===== src/rtl/rf_writeback_ctrl.sv =====
// rf_writeback_ctrl: write-side controller of the 32x32 register file.
// ALU results always win the single write port; load responses wait in a
// small FIFO and drain on cycles the ALU leaves idle. A busy scoreboard marks
// registers with an outstanding load so issue logic can stall RAW/WAW hazards.
// Optional macro RFWB_FWD_EN enables the write-port forwarding outputs;
// without it the fwd* ports exist but are tied to zero.
//
// Load response handshake: a response transfers on a rising edge where
// ld_valid and ld_ready are both high; ld_ready does not depend on ld_valid.
module rf_writeback_ctrl #(
    parameter int XLEN     = 32,
    parameter int LQ_DEPTH = 4
) (
    input  logic            clk,
    input  logic            rst_n,
    input  logic            alu_valid,
    input  logic [4:0]      alu_rd,
    input  logic [XLEN-1:0] alu_data,
    input  logic            ld_valid,
    output logic            ld_ready,
    input  logic [4:0]      ld_rd,
    input  logic [XLEN-1:0] ld_data,
    input  logic            iss_valid,
    input  logic [4:0]      iss_rd,
    input  logic [4:0]      rs1,
    input  logic [4:0]      rs2,
    output logic            rs1_busy,
    output logic            rs2_busy,
    output logic            rf_we,
    output logic [4:0]      rf_rd,
    output logic [XLEN-1:0] rf_wd,
    output logic            fwd1_hit,
    output logic            fwd2_hit,
    output logic [XLEN-1:0] fwd1_data,
    output logic [XLEN-1:0] fwd2_data
);
    localparam int PW = $clog2(LQ_DEPTH);
    localparam logic [PW:0]   DEPTH_C = LQ_DEPTH[PW:0];
    localparam logic [PW:0]   CNT_ONE = 1;
    localparam logic [PW-1:0] PTR_ONE = 1;

    logic [4:0]      q_rd   [LQ_DEPTH];
    logic [XLEN-1:0] q_data [LQ_DEPTH];
    logic [PW-1:0]   wr_ptr;
    logic [PW-1:0]   rd_ptr;
    logic [PW:0]     count;
    logic            active;     // low until the first edge after reset release
    logic            rf_is_ld;   // current rf_we write came from the load FIFO
    logic [31:0]     busy;
    logic [31:0]     busy_nxt;
    logic            sel_alu;
    logic            pop;
    logic            push;

    // Write-port selection and load-queue handshake for this cycle
    always_comb begin
        sel_alu  = alu_valid & (alu_rd != 5'd0);
        pop      = ~sel_alu & (count != '0);
        ld_ready = active & ((count < DEPTH_C) | ((count == DEPTH_C) & pop));
        push     = ld_valid & ld_ready & (ld_rd != 5'd0);
    end

    // Load FIFO storage; contents are only meaningful below count
    always_ff @(posedge clk) begin
        if (push) begin
            q_rd[wr_ptr]   <= ld_rd;
            q_data[wr_ptr] <= ld_data;
        end
    end

    // Load FIFO pointers, occupancy and post-reset enable
    always_ff @(posedge clk or negedge rst_n) begin
        if (!rst_n) begin
            wr_ptr <= '0;
            rd_ptr <= '0;
            count  <= '0;
            active <= 1'b0;
        end else begin
            active <= 1'b1;
            if (push) wr_ptr <= wr_ptr + PTR_ONE;
            if (pop)  rd_ptr <= rd_ptr + PTR_ONE;
            if (push & ~pop)      count <= count + CNT_ONE;
            else if (pop & ~push) count <= count - CNT_ONE;
        end
    end

    // Registered RF write port
    always_ff @(posedge clk or negedge rst_n) begin
        if (!rst_n) begin
            rf_we    <= 1'b0;
            rf_rd    <= 5'd0;
            rf_wd    <= '0;
            rf_is_ld <= 1'b0;
        end else begin
            rf_we    <= sel_alu | pop;
            rf_is_ld <= pop;
            if (sel_alu) begin
                rf_rd <= alu_rd;
                rf_wd <= alu_data;
            end else if (pop) begin
                rf_rd <= q_rd[rd_ptr];
                rf_wd <= q_data[rd_ptr];
            end else begin
                rf_rd <= 5'd0;
                rf_wd <= '0;
            end
        end
    end

    // Scoreboard next state: clear on RF capture of a load, then set on issue
    always_comb begin
        busy_nxt = busy;
        if (rf_we & rf_is_ld) busy_nxt[rf_rd] = 1'b0;
        if (iss_valid & (iss_rd != 5'd0)) busy_nxt[iss_rd] = 1'b1;
        busy_nxt[0] = 1'b0;
    end

    // Scoreboard register
    always_ff @(posedge clk or negedge rst_n) begin
        if (!rst_n) busy <= '0;
        else        busy <= busy_nxt;
    end

    assign rs1_busy = (rs1 != 5'd0) & busy[rs1];
    assign rs2_busy = (rs2 != 5'd0) & busy[rs2];

`ifdef RFWB_FWD_EN
    // Cover the cycle between rf_we and the RF actually capturing the data
    assign fwd1_hit  = rf_we & (rf_rd == rs1) & (rs1 != 5'd0);
    assign fwd2_hit  = rf_we & (rf_rd == rs2) & (rs2 != 5'd0);
    assign fwd1_data = rf_wd;
    assign fwd2_data = rf_wd;
`else
    assign fwd1_hit  = 1'b0;
    assign fwd2_hit  = 1'b0;
    assign fwd1_data = '0;
    assign fwd2_data = '0;
`endif

endmodule


===== config.mk =====
export PLATFORM = sky130hd
export DESIGN_NAME = rf_writeback_ctrl
export DESIGN_NICKNAME = d
export VERILOG_FILES = /design/src/rtl/rf_writeback_ctrl.sv
export SDC_FILE = /design/constraint.sdc
export NUM_CORES = 1
export LEC_CHECK = 0
export BUFFER_PORTS_ARGS = -buffer_cell sky130_fd_sc_hd__buf_2
export CAP_MARGIN = 40
export CORE_ASPECT_RATIO = 2
export CORE_MARGIN = 5
export CORE_UTILIZATION = 49
export DETAILED_ROUTE_END_ITERATION = 10
export PLACE_DENSITY = 0.83
export SETUP_SLACK_MARGIN = 0.5
export SYNTH_ARGS = -nofsm -noshare
export SYNTH_HDL_FRONTEND = slang
export SYNTH_SLANG_ARGS = --single-unit

===== constraint.sdc =====
create_clock -name clk -period 2.3 [get_ports clk]
set_clock_uncertainty 0.1 [all_clocks]
set_input_delay 0.575 -clock clk [delete_from_list [all_inputs] [get_ports clk]]
set_output_delay 0.575 -clock clk [all_outputs]
set_load 0.1 [all_outputs]

# ---- Word level (Yosys, flattened, before mapping)
# Memories as Yosys holds them, arrays and structs flattened.
# Cells that the tools add are included.
dict set report totals {
  reg_bits 78
  latchBits 0
  mem_bits_rw 148
  mem_bits_ro 0
  input_bits 94
  elab_cells 70
  mem_count 2
}
dict set report op_classes {
  n_addsub 4
  multipliers 0
  div 0
  n_lt_le_gt_ge 7
  n_eq_ne 1
  n_shift 0
  mux 18
  n_bitwise 20
  reduce_logical 9
}
# memory depth word_bits read_ports rd_ports_with_merged_regs wr line_no
set memory_table {}
lappend memory_table {q_data 4 32 1 0 1 43} ;# logic [XLEN-1:0] q_data [LQ_DEPTH];
lappend memory_table {q_rd 4 5 1 0 1 42} ;# logic [4:0] q_rd [LQ_DEPTH];
# operator count
set op_table {}
lappend op_table {{32-bit 2-to-1 mux} 4}
lappend op_table {{32-bit bitwise AND} 1}
lappend op_table {{32-bit NOT} 1}
lappend op_table {{32-bit OR} 1}
lappend op_table {{5-bit nonzero test} 5}
lappend op_table {{5-bit by 6-bit < comparator with 1-bit output (second input constant)} 4}
lappend op_table {{1-bit bitwise AND} 12}
lappend op_table {{1-bit binary-select mux with 5-bit select} 2}
lappend op_table {{1-bit demux with 5-bit select} 2}
lappend op_table {{5-bit by 1-bit greater-or-equal comparator with 1-bit output (second input constant)} 2}
lappend op_table {{5-bit 2-to-1 mux} 2}
lappend op_table {{1-bit 2-to-1 mux} 6}
lappend op_table {{3-bit 2-to-1 mux} 2}
lappend op_table {{2-bit by 1-bit adder with 2-bit output (second input constant)} 2}
lappend op_table {{3-bit by 1-bit adder with 3-bit output (second input constant)} 1}
lappend op_table {{3-bit == test (second input constant)} 1}
lappend op_table {{3-bit < comparator (second input constant)} 1}
lappend op_table {{1-bit NOT} 3}
lappend op_table {{3-bit nonzero test} 1}
lappend op_table {{3-bit by 1-bit subtractor with 3-bit output (second input constant)} 1}
lappend op_table {{1-bit logical AND} 2}
lappend op_table {{1-bit OR} 2}
lappend op_table {{2-bit nonzero test} 1}

# ---- Depth between registers and ports, before layout
# Gate-level depths: netlist (run 1).
dict set report logic_depth {
  ltp_word 13
  depth_mapped 9
  ltp_nobuf 9
}

# ---- Least setup slack after synthesis (run 1)
# OpenSTA, ideal clock, no wires.
dict set report synth_timing {
  kind {in2out}
  startpoint {input alu_rd[1]}
  endpoint {output ld_ready}
  arrival_ns 3.301
  required_time_ns 1.625
  slack_ns -1.676
  path_stages 3
  n_path_buf 0
  path_cell_list {nor4_2 a21oi_1 nor3b_1}
}
dict set report synth_via {
  elab_chain_cells 7
}
# item line_no
set synth_lines {}
lappend synth_lines {{start, declared} 17} ;# input logic [4:0] alu_rd,
lappend synth_lines {{5-bit nonzero test} 57} ;# sel_alu = alu_valid & (alu_rd != 5'd0);
lappend synth_lines {{1-bit bitwise AND} 57}
lappend synth_lines {{1-bit NOT} 58} ;# pop = ~sel_alu & (count != '0);
lappend synth_lines {{1-bit bitwise AND} 58}
lappend synth_lines {{1-bit bitwise AND} 59} ;# ld_ready = active & ((count < DEPTH_C) | ((count == DEPTH_C) & pop));
lappend synth_lines {{1-bit OR} 59}
lappend synth_lines {{1-bit bitwise AND} 59}
lappend synth_lines {{end, declared} 20} ;# output logic ld_ready,
# No other way between the ends.

# ---- Worst setup path in the final report (run 1)
dict set report layout_timing {
  startpoint {register busy[4]}
  endpoint {output rs2_busy}
}
dict set report layout_via {
  elab_chain_cells 3
}
# item line_no
set layout_lines {}
lappend layout_lines {{start, declared} 49} ;# logic [31:0] busy;
lappend layout_lines {{start signal, assigned} 121} ;# else busy <= busy_nxt;
lappend layout_lines {{1-bit binary-select mux with 5-bit select} 125} ;# assign rs2_busy = (rs2 != 5'd0) & busy[rs2];
lappend layout_lines {{1-bit 2-to-1 mux (not written as such)} 125}
lappend layout_lines {{1-bit bitwise AND} 125}
lappend layout_lines {{end, declared} 28} ;# output logic rs2_busy,
# No other way between the ends. The select of a mux whose other input is x is not followed.

==> flow_summary_export.csv, run 1 <==
group,metric,value,unit
drt,drcViolationCount,0,
critical_path,crit_chain,"mux4_2, nand2b_4, o211ai_1, nand4_1, buf_12",
global_routing,grt_pass1_vias,6253,
drt,wl_met1,7.99,mm
pwr,powerDensity,1250,nW/um^2
drt,drtIter0Drc,471,
timing,grt_setup_unrepaired,"true",
min_path,hold_path_class,"in2reg",
critical_path,cp_num_buf_inv,1,
pwr,power_frac_clock,22.9,%
pwr,sequentialPowerShare,35.3,%
drt,drt-vias-per-instance,5.41,
clock_network,numCtsBuffers,20,
critical_path,crit_path_start,"busy[4]",
clock_network,htree_num_levels,1,
run,maxCapViolations,0,
synthesis,yosys_warnings,0,
timing,setup_ws,-409,ps
cells_and_area,fin_area,12600,um^2
timing,setup_viol,3,
cells_and_area,fillers,1317,
critical_path,critPathMaxStageDelay,460,ps
global_routing,grt_overflow,0,
pwr,switchingPower,6.05,mW
synthesis,synth.top_cells.by_count,"edfxtp_1, dfrtp_1, buf_4, o21ai_0, mux4_2",
place,dp_hpwl,14.9,mm
drt,firstDrtPassIters,5,
drt,drt-wirelength-per-cell,23.6,um
drt,finalWirelength,25.6,mm
place,port_buffers,134,
global_routing,grt_max_degree,40,
critical_path,r2r-end,"count[2]",
clock_network,cts_buffer_depth,3,
cells_and_area,multi_input_area,2940,um^2
clock_network,path_clk_slew,60,ps
floorplanning,start_util,49.5,%
floorplanning,die_w,109,um
global_routing,grt_usage,22.0,%
cells_and_area,synthToLayoutAreaGrowth,31.8,%
floorplanning,rows,72,
synthesis,ys_seq_area_share,67.0,%
pwr,leakage,4.95,nW
critical_path,timing_worst_setup_path_type,"reg2out",
floorplanning,boundaryPins,201,
pwr,switching_share,38.5,%
pwr,p_int,9.68,mW
outcome,violations,"negative setup slack",
cells_and_area,register_area,6410,um^2
synthesis,async_flop_share,34.5,%
drt,highest_layer,"met4",
cells_and_area,final_util,65.2,%
synthesis,synth_area,9540,um^2
clock_network,root_buffer,"clkbuf_16",
critical_path,worstPathRequired,1620,ps
synthesis,synth_most_common_cell,"edfxtp_1",
timing,fmax,369,MHz
clock_network,cts_tree,"done",
global_routing,antenna_found_initial,1,
clock_network,clock-sinks,226,
pwr,ir_drop,1.11,mV
critical_path,cp_top_family,"multiplexers",
critical_path,crit_arrival,2030,ps
timing,fin_crit,2710,ps
pwr,power_frac_comb,41.8,%
synthesis,synthTopCellsByArea,"edfxtp_1, dfrtp_1, mux4_2",
cells_and_area,drive_gt1_share,39.3,%
critical_path,reg2reg_slack,50,ps
timing,maxSlewViolCount,0,
drt,via_count,5884,
floorplanning,die_h,207,um
critical_path,slowest_stage,"mux4_2",
drt,wl_met3,1.41,mm
critical_path,crit_path_end_kind,"output pin",
timing,setup_tns,-903,ps
floorplanning,die_area,22500,um^2
synthesis,syn_inst,593,
timing,hold_violations,0,
place,gp_congestion,0.932,
drt,dr_wl_met2,15.2,mm
synthesis,synth-main-ff-cell,"edfxtp_1",
cells_and_area,nets,913,
critical_path,r2r_start,"count[0]",
synthesis,synth_seq_cells,226,
clock_network,clock_latency,500,ps
synthesis,yosysTopAreaCellShare,46.6,%
timing,post-route-period-util,118,%
critical_path,r2r_cells,9,
min_path,hp-start,"ld_data[10]",
synthesis,synth.avg_cell_area,16.1,um^2
critical_path,start_kind,"register",
critical_path,path_max_fanout,3,
synthesis,synth_edf_count,148,
global_routing,grt_pass1_wl,36.9,mm
place,placed_area,10600,um^2
outcome,status,"finished with violations",
synthesis,synth_top_area_cell,"edfxtp_1",
critical_path,endpoint,"rs2_busy",
synthesis,ys_types,43,
drt,ant_nets,0,
critical_path,cp.depth,5,
floorplanning,core-area,19300,um^2
[worst reg2reg max path, cell delays in order (launching register included)]
cell and delay, ps:
dfrtp_1 410, buf_4 170, nor3_2 220, or2_4 180, ha_4 140, inv_2 40, fa_2 380, xor2_2 250
nor2_2 70, xor2_1 170
[final cells by class]
type	instances	area share (%)
Clock inverter	11	1.33
Timing Repair Buffer	214	17.1
Tap cell	259	2.58
Clock buffer	25	4.30
Sequential cell	226	51.0
Multi-Input combinational cell	346	23.4
Antenna cell	1	0.0199
Inverter	5	0.358
[cells in the final DEF (no fill, tap or decap), types with 26 or more instances in the layout]
master	Yosys	routed
o21ai_0	52	52
buf_6	3	51
mux2i_1	26	26
mux4_2	39	39
edfxtp_1	148	148
buf_2	9	88
a22o_1	37	37
buf_4	67	33
dfrtp_1	78	69
conb_1	2	67
buf_12	0	26
[per-stage QoR]
| step | total power, mW | hold slack (ps) | setup WS (ps) | cells |
|---|---|---|---|---|
| 2_1_floorplan | 9.79 | 179 | -655 | 658 |
| 3_3_place_gp | 10.9 | 401 | -433 | 993 |
| 3_5_place_dp | 11.0 | 415 | -454 | 993 |
| 4_1_cts | 15.3 | 183 | -416 | 1077 |
| 5_1_grt | 16.3 | 184 | -468 | 1087 |
| 6_report | 15.7 | 194 | -409 | 1087 |
[worst min path at each step]
stage / end / slack, ps / depth (start not counted)
after detailed placement: rf_wd[17] / 410 / 1
after global routing: q_data[2][10] / 180 / 1
after floorplan: active / 180 / 0
after global placement: count[2] / 400 / 1
final: q_data[3][10] / 190 / 1
after CTS: q_data[3][10] / 180 / 1
[what timing repair did]
item / 4_1_cts / 5_1_grt
resized for setup: 103 / 37
cloned: 12 / 2
setup endpoints to repair: 229 / 202
hold endpoints to repair: 22 / 0
hold buffers: 1 / 0
buffers inserted: 35 / 7
pin swaps: 14 / 7
[flip-flops by register name (all words and copies together), names as in the netlist]
register	count
q_data	128
busy	31
rf_wd	32
count	3
wr_ptr	2
rf_is_ld	1
q_rd	20
rd_ptr	2
rf_we	1
active	1
rf_rd	5
[per-layer routing]
metal | vias to the layer above | track usage, %
li1 | 2604 | -
met1 | 2961 | 22.8
met2 | 257 | 42.3
met3 | 62 | 3.42
met4 | 0 | 9.11
met5 | - | 0
[cell families after synthesis]
logic type	after synthesis	share of synthesized area, %
flip-flops	226	67.0
AO/OA/AOI/OAI	121	8.13
buffers and inverters	90	6.54
AND/OR/NAND/NOR	75	4.65
multiplexers	67	12.2
adder cells (fa/ha/maj)	6	0.865
XOR/XNOR	6	0.551
other	2	0.0787
[power by group through the flow]
| stage | Sequential [mW] | Clock [mW] | Combinational, mW |
|---|---|---|---|
| detailed placement | 5.55 | 0 | 5.46 |
| CTS | 5.48 | 3.63 | 6.21 |
| global route | 5.62 | 3.84 | 6.88 |
| global placement | 5.51 | 0 | 5.41 |
| finish | 5.55 | 3.61 | 6.57 |
| floorplan | 7.05 | 0 | 2.74 |
No activity file was read; power rests on OpenSTA's default activity.
==> run 2: changes to the inputs <==
==> constraint.sdc (replaced) <==
create_clock -name clk -period 2.3 [get_ports clk]
set_clock_uncertainty 0.1 [all_clocks]
set_input_delay 0.115 -clock clk [delete_from_list [all_inputs] [get_ports clk]]
set_output_delay 0.115 -clock clk [all_outputs]
set_load 0.1 [all_outputs]
==> flow_summary_export.csv, run 2 (synthesized netlist as in run 1, its figures left out) <==
group,metric,value,unit
clock_network,root_buffer,"clkbuf_16",
critical_path,timing_worst_setup_path_type,"reg2out",
critical_path,r2r-end,"count[2]",
critical_path,path_max_fanout,3,
floorplanning,die_h,207,um
cells_and_area,multi_input_area,2870,um^2
floorplanning,start_util,49.5,%
critical_path,crit_arrival,1970,ps
drt,drtIter0Drc,449,
cells_and_area,largest_reg_flops,128,
cells_and_area,drive_gt1_share,30.8,%
floorplanning,die_area,22500,um^2
critical_path,r2r_cells,8,
critical_path,worstPathRequired,2090,ps
clock_network,htree_num_levels,1,
floorplanning,die_w,109,um
timing,setup_viol,0,
timing,grt_setup_unrepaired,"true",
timing,fmax,457,MHz
clock_network,clock-sinks,226,
clock_network,clock_latency,490,ps
cells_and_area,final_cell_mix,"edfxtp_1, buf_2, dlygate4sd3_1",
critical_path,start_kind,"register",
drt,finalWirelength,24.1,mm
pwr,total_power,14.3,mW
cells_and_area,largest-register,"q_data",
drt,drt-wirelength-per-cell,21.5,um
place,port_buffers,134,
timing,whs,45.6,ps
timing,maxSlewViolCount,0,
critical_path,reg2reg_slack,240,ps
run,maxCapViolations,0,
drt,drcViolationCount,0,
global_routing,grt_pass1_vias,6392,
place,gp_congestion,0.902,
global_routing,grt_pass1_wl,36.0,mm
clock_network,cts_buffer_depth,3,
drt,via_count,6030,
global_routing,grt_usage,21.4,%
critical_path,r2r_start,"count[0]",
cells_and_area,final_common_cell,"edfxtp_1",
timing,post-route-period-util,95.1,%
timing,tightest_slew,510,ps
global_routing,grt_overflow,0,
timing,max-slew-margin-rel,66.0,%
cells_and_area,synthToLayoutAreaGrowth,27.4,%
cells_and_area,register_area,6410,um^2
critical_path,crit_path_end_kind,"output pin",
cells_and_area,reg_top3,"q_data x128, rf_wd x32, busy x31",
cells_and_area,fillers,1387,
pwr,leakage,4.75,nW
pwr,ir_drop,1.01,mV
timing,fin_crit,2190,ps
floorplanning,boundaryPins,201,
pwr,powerDensity,1180,nW/um^2
timing,hold_violations,0,
floorplanning,rows,72,
clock_network,numCtsBuffers,19,
outcome,status,"complete, no violations",
drt,ant_nets,0,
floorplanning,core-area,19300,um^2
clock_network,path_clk_slew,70,ps
global_routing,antenna_found_initial,4,
drt,drt-vias-per-instance,5.37,
drt,firstDrtPassIters,7,
clock_network,cts_tree,"done",
cells_and_area,nets,948,
min_path,hold_path_class,"in2async",
global_routing,grt_max_degree,39,
place,dp_hpwl,14.7,mm
[run 2: cell count changes in the layout (fill, tap and decap cells not counted), sizes merged]
cell	delta
and2	+2
dlygate4sd3	+82
bufinv	-3
buf	-47
diode	+2
clkinv	+2
clkbuf	-3
[run 2: what timing repair did]
action,in CTS,in global routing
pin swaps,10,5
endpoints found under the hold margin,294,0
setup endpoints to repair,172,148
hold buffers,83,0
gates resized for setup,14,8
buffers inserted,13,4
gates cloned,4,3
[run 2: final cells by class]
type                            instances  area share, %
Clock buffer                           23           4.12
Multi-Input combinational cell        348           23.6
Antenna cell                            3         0.0617
Sequential cell                       226           52.7
Tap cell                              259           2.66
Inverter                                5          0.216
Clock inverter                         10          0.710
Timing Repair Buffer                  248           15.9
[run 2: per-layer routing]
metal  vias to the layer above  GRT usage (%)  part of all wire [%]
met5                         -              0                 0.083
met4                         2           10.5                   4.9
met3                        69           3.21                   5.2
met2                       251           40.6                    58
met1                      3032           21.9                    32
li1                       2676              -                     -
[run 2: worst max path at each step]
| stage | startpoint | to | slack (ps) |
|---|---|---|---|
| after global routing | busy[7] | rs1_busy | 30 |
| after floorplan | busy[7] | rs1_busy | 150 |
| after global placement | ld_rd[1] | count[1] | 10 |
| after CTS | busy[7] | rs1_busy | 60 |
| after detailed placement | ld_rd[1] | count[1] | -10 |
| final | busy[7] | rs1_busy | 110 |
[run 2: critical path, cell delays in order, from the launching register on]
cell	delay [ps]
dfrtp_1	400
mux4_2	510
nand2b_1	160
o211ai_1	90
nand4_1	120
buf_6	200
[run 2: power breakdown]
part           switching (mW)  total [mW]  internal (mW)
registers               0.448        5.54           5.09
logic                    3.90        5.70           1.80
clock network            1.40        3.08           1.68
total                    5.75        14.3           8.57
[run 2: through the flow]
stage / TNS, ps / cell area [um^2] / std cells / setup slack, ps / util, %
2_1_floorplan: 0 / 9830 / 658 / 147 / -
3_3_place_gp: 0 / 10400 / 979 / 10.1 / 53.8
3_5_place_dp: -14.0 / 10400 / 979 / -14.0 / 53.8
4_1_cts: 0 / 12100 / 1112 / 63.8 / 62.5
5_1_grt: 0 / 12200 / 1122 / 34.9 / 63.1
6_report: 0 / 12200 / 1122 / 112 / 63.1
==> run 3: changes to the inputs <==
--- a/config.mk
+++ b/config.mk
@@ -8,7 +8,6 @@
 export BUFFER_PORTS_ARGS = -buffer_cell sky130_fd_sc_hd__buf_2
 export CAP_MARGIN = 40
 export CORE_ASPECT_RATIO = 2
-export CORE_MARGIN = 5
 export CORE_UTILIZATION = 49
 export DETAILED_ROUTE_END_ITERATION = 10
 export PLACE_DENSITY = 0.83
@@ -16,3 +15,4 @@
 export SYNTH_ARGS = -nofsm -noshare
 export SYNTH_HDL_FRONTEND = slang
 export SYNTH_SLANG_ARGS = --single-unit
+export TNS_END_PERCENT = 100
==> flow_summary_export.csv, run 3 (synthesized netlist as in run 1, its figures left out) <==
group,metric,value,unit
timing,setup_ws,19.0,ps
timing,grt_setup_unrepaired,"true",
global_routing,antenna_found_initial,1,
drt,drt-wirelength-per-cell,22.0,um
clock_network,cts_buffer_depth,3,
critical_path,r2r_cells,8,
drt,ant_nets,0,
timing,post-route-period-util,99.2,%
clock_network,clock-sinks,226,
floorplanning,start_util,50.4,%
place,placed_area,10400,um^2
critical_path,reg2reg_slack,210,ps
floorplanning,boundaryPins,201,
timing,setup_tns,0,ps
timing,maxSlewViolCount,0,
clock_network,root_buffer,"clkbuf_16",
run,maxCapViolations,0,
pwr,power_frac_comb,39.9,%
drt,drcViolationCount,0,
global_routing,grt_pass1_vias,6409,
min_path,hold_path_class,"in2async",
cells_and_area,largest-register,"q_data",
pwr,ir_drop,1.01,mV
timing,fin_crit,2280,ps
drt,via_count,6296,
critical_path,worstPathRequired,2090,ps
critical_path,slowest_stage,"mux4_2",
critical_path,r2r-end,"count[2]",
place,dp_hpwl,14.2,mm
cells_and_area,final_common_cell,"edfxtp_1",
place,port_buffers,134,
floorplanning,die_area,20100,um^2
clock_network,htree_num_levels,1,
critical_path,critPathMaxStageDelay,550,ps
global_routing,grt_usage,24.0,%
timing,tightest_slew,567,ps
timing,max-slew-margin-rel,62.0,%
critical_path,crit_chain,"mux4_2, nand2b_1, o211ai_1, nand4_1, buf_6",
drt,firstDrtPassIters,5,
pwr,leakage,4.91,nW
critical_path,crit_arrival,2070,ps
place,place_ws,-18.6,ps
drt,finalWirelength,25.0,mm
cells_and_area,synthToLayoutAreaGrowth,30.9,%
pwr,sequentialPowerShare,37.3,%
pwr,p_int,9.00,mW
timing,hold_violations,0,
pwr,powerDensity,1200,nW/um^2
cells_and_area,nets,968,
floorplanning,core-area,18900,um^2
critical_path,timing_worst_setup_path_type,"reg2out",
clock_network,cts_tree,"done",
timing,setup_viol,0,
clock_network,clock_latency,500,ps
pwr,power_frac_clock,22.8,%
cells_and_area,fin_area,12500,um^2
critical_path,r2r_start,"count[0]",
global_routing,grt_pass1_wl,35.1,mm
cells_and_area,reg_top3,"q_data x128, rf_wd x32, busy x31",
cells_and_area,drive_gt1_share,32.9,%
cells_and_area,fillers,1280,
cells_and_area,largest_reg_flops,128,
drt,drt-vias-per-instance,5.53,
cells_and_area,final_cell_mix,"edfxtp_1, buf_2, dlygate4sd3_1",
critical_path,crit_path_end_kind,"output pin",
floorplanning,die_h,199,um
floorplanning,rows,71,
global_routing,grt_overflow,0,
critical_path,path_max_fanout,3,
critical_path,start_kind,"register",
place,gp_congestion,0.987,
pwr,switchingPower,6.00,mW
pwr,switching_share,40.0,%
floorplanning,die_w,101,um
drt,drtIter0Drc,408,
outcome,status,"complete, no violations",
clock_network,numCtsBuffers,21,
global_routing,grt_max_degree,42,
timing,fmax,438,MHz
pwr,total_power,15.0,mW
clock_network,path_clk_slew,70,ps
[run 3: worst max-delay path: cells and delay by family (launching register included)]
kind / cells / cell delay, ps
compound gates: 1 / 90
buf+inv: 1 / 210
flops: 1 / 410
mux: 1 / 550
simple gates: 2 / 300
[run 3: area by class of cell]
| class | count | area [um^2] | area share, % |
|---|---|---|---|
| multi-input cells | 352 | 2940 | 23.5 |
| diodes | 1 | 2.50 | 0.0200 |
| clock buffers | 24 | 537 | 4.30 |
| well taps | 255 | 319 | 2.55 |
| flip-flops and latches | 226 | 6410 | 51.3 |
| clock inverters | 13 | 136 | 1.09 |
| repair buffers | 262 | 2130 | 17.1 |
| inverters | 5 | 21.3 | 0.170 |
[run 3: what timing repair did]
action                                  CTS  global route
buffers inserted                         11            13
gates cloned                              4            11
pin swaps                                 8             2
hold buffers                             83             0
gates resized for setup                  16            25
endpoints found under the hold margin   290             0
endpoints found under the setup margin  181           156
[run 3: through the flow]
| step | util, % | cells | hold slack (ps) |
|---|---|---|---|
| after floorplan | - | 658 | -281 |
| after global placement | 54.9 | 978 | 29.3 |
| after detailed placement | 54.9 | 978 | 26.1 |
| after CTS | 63.8 | 1113 | 48.1 |
| after global routing | 66.0 | 1138 | 93.6 |
| final | 66.0 | 1138 | 40.3 |
[run 3: metal layers]
metal | GRT usage (%) | wire length (um) | share of wire, % | vias up
met5 | 0 | 0 | 0 | -
met4 | 11.8 | 1070 | 4.3 | 0
met3 | 3.32 | 1680 | 6.7 | 71
met2 | 44.8 | 14100 | 56 | 335
met1 | 26.2 | 8170 | 33 | 3169
li1 | - | - | - | 2721
[run 3: worst max-delay path by stage]
stage,slack [ps],start,endpoint
after floorplan,150,busy[7],rs1_busy
after global placement,10,ld_rd[1],count[1]
after detailed placement,-20,ld_rd[1],count[1]
after CTS,70,busy[6],rs2_busy
after global routing,-6,busy[7],rs2_busy
final,20,busy[6],rs2_busy
[run 3: power by group through the flow]
stage / clock network [mW] / registers (mW) / logic, mW
6_report: 3.42 / 5.60 / 5.99
4_1_cts: 3.42 / 5.57 / 5.64
3_5_place_dp: 0 / 5.66 / 5.23
5_1_grt: 3.60 / 5.66 / 6.25
3_3_place_gp: 0 / 5.62 / 5.16
2_1_floorplan: 0 / 7.05 / 2.68
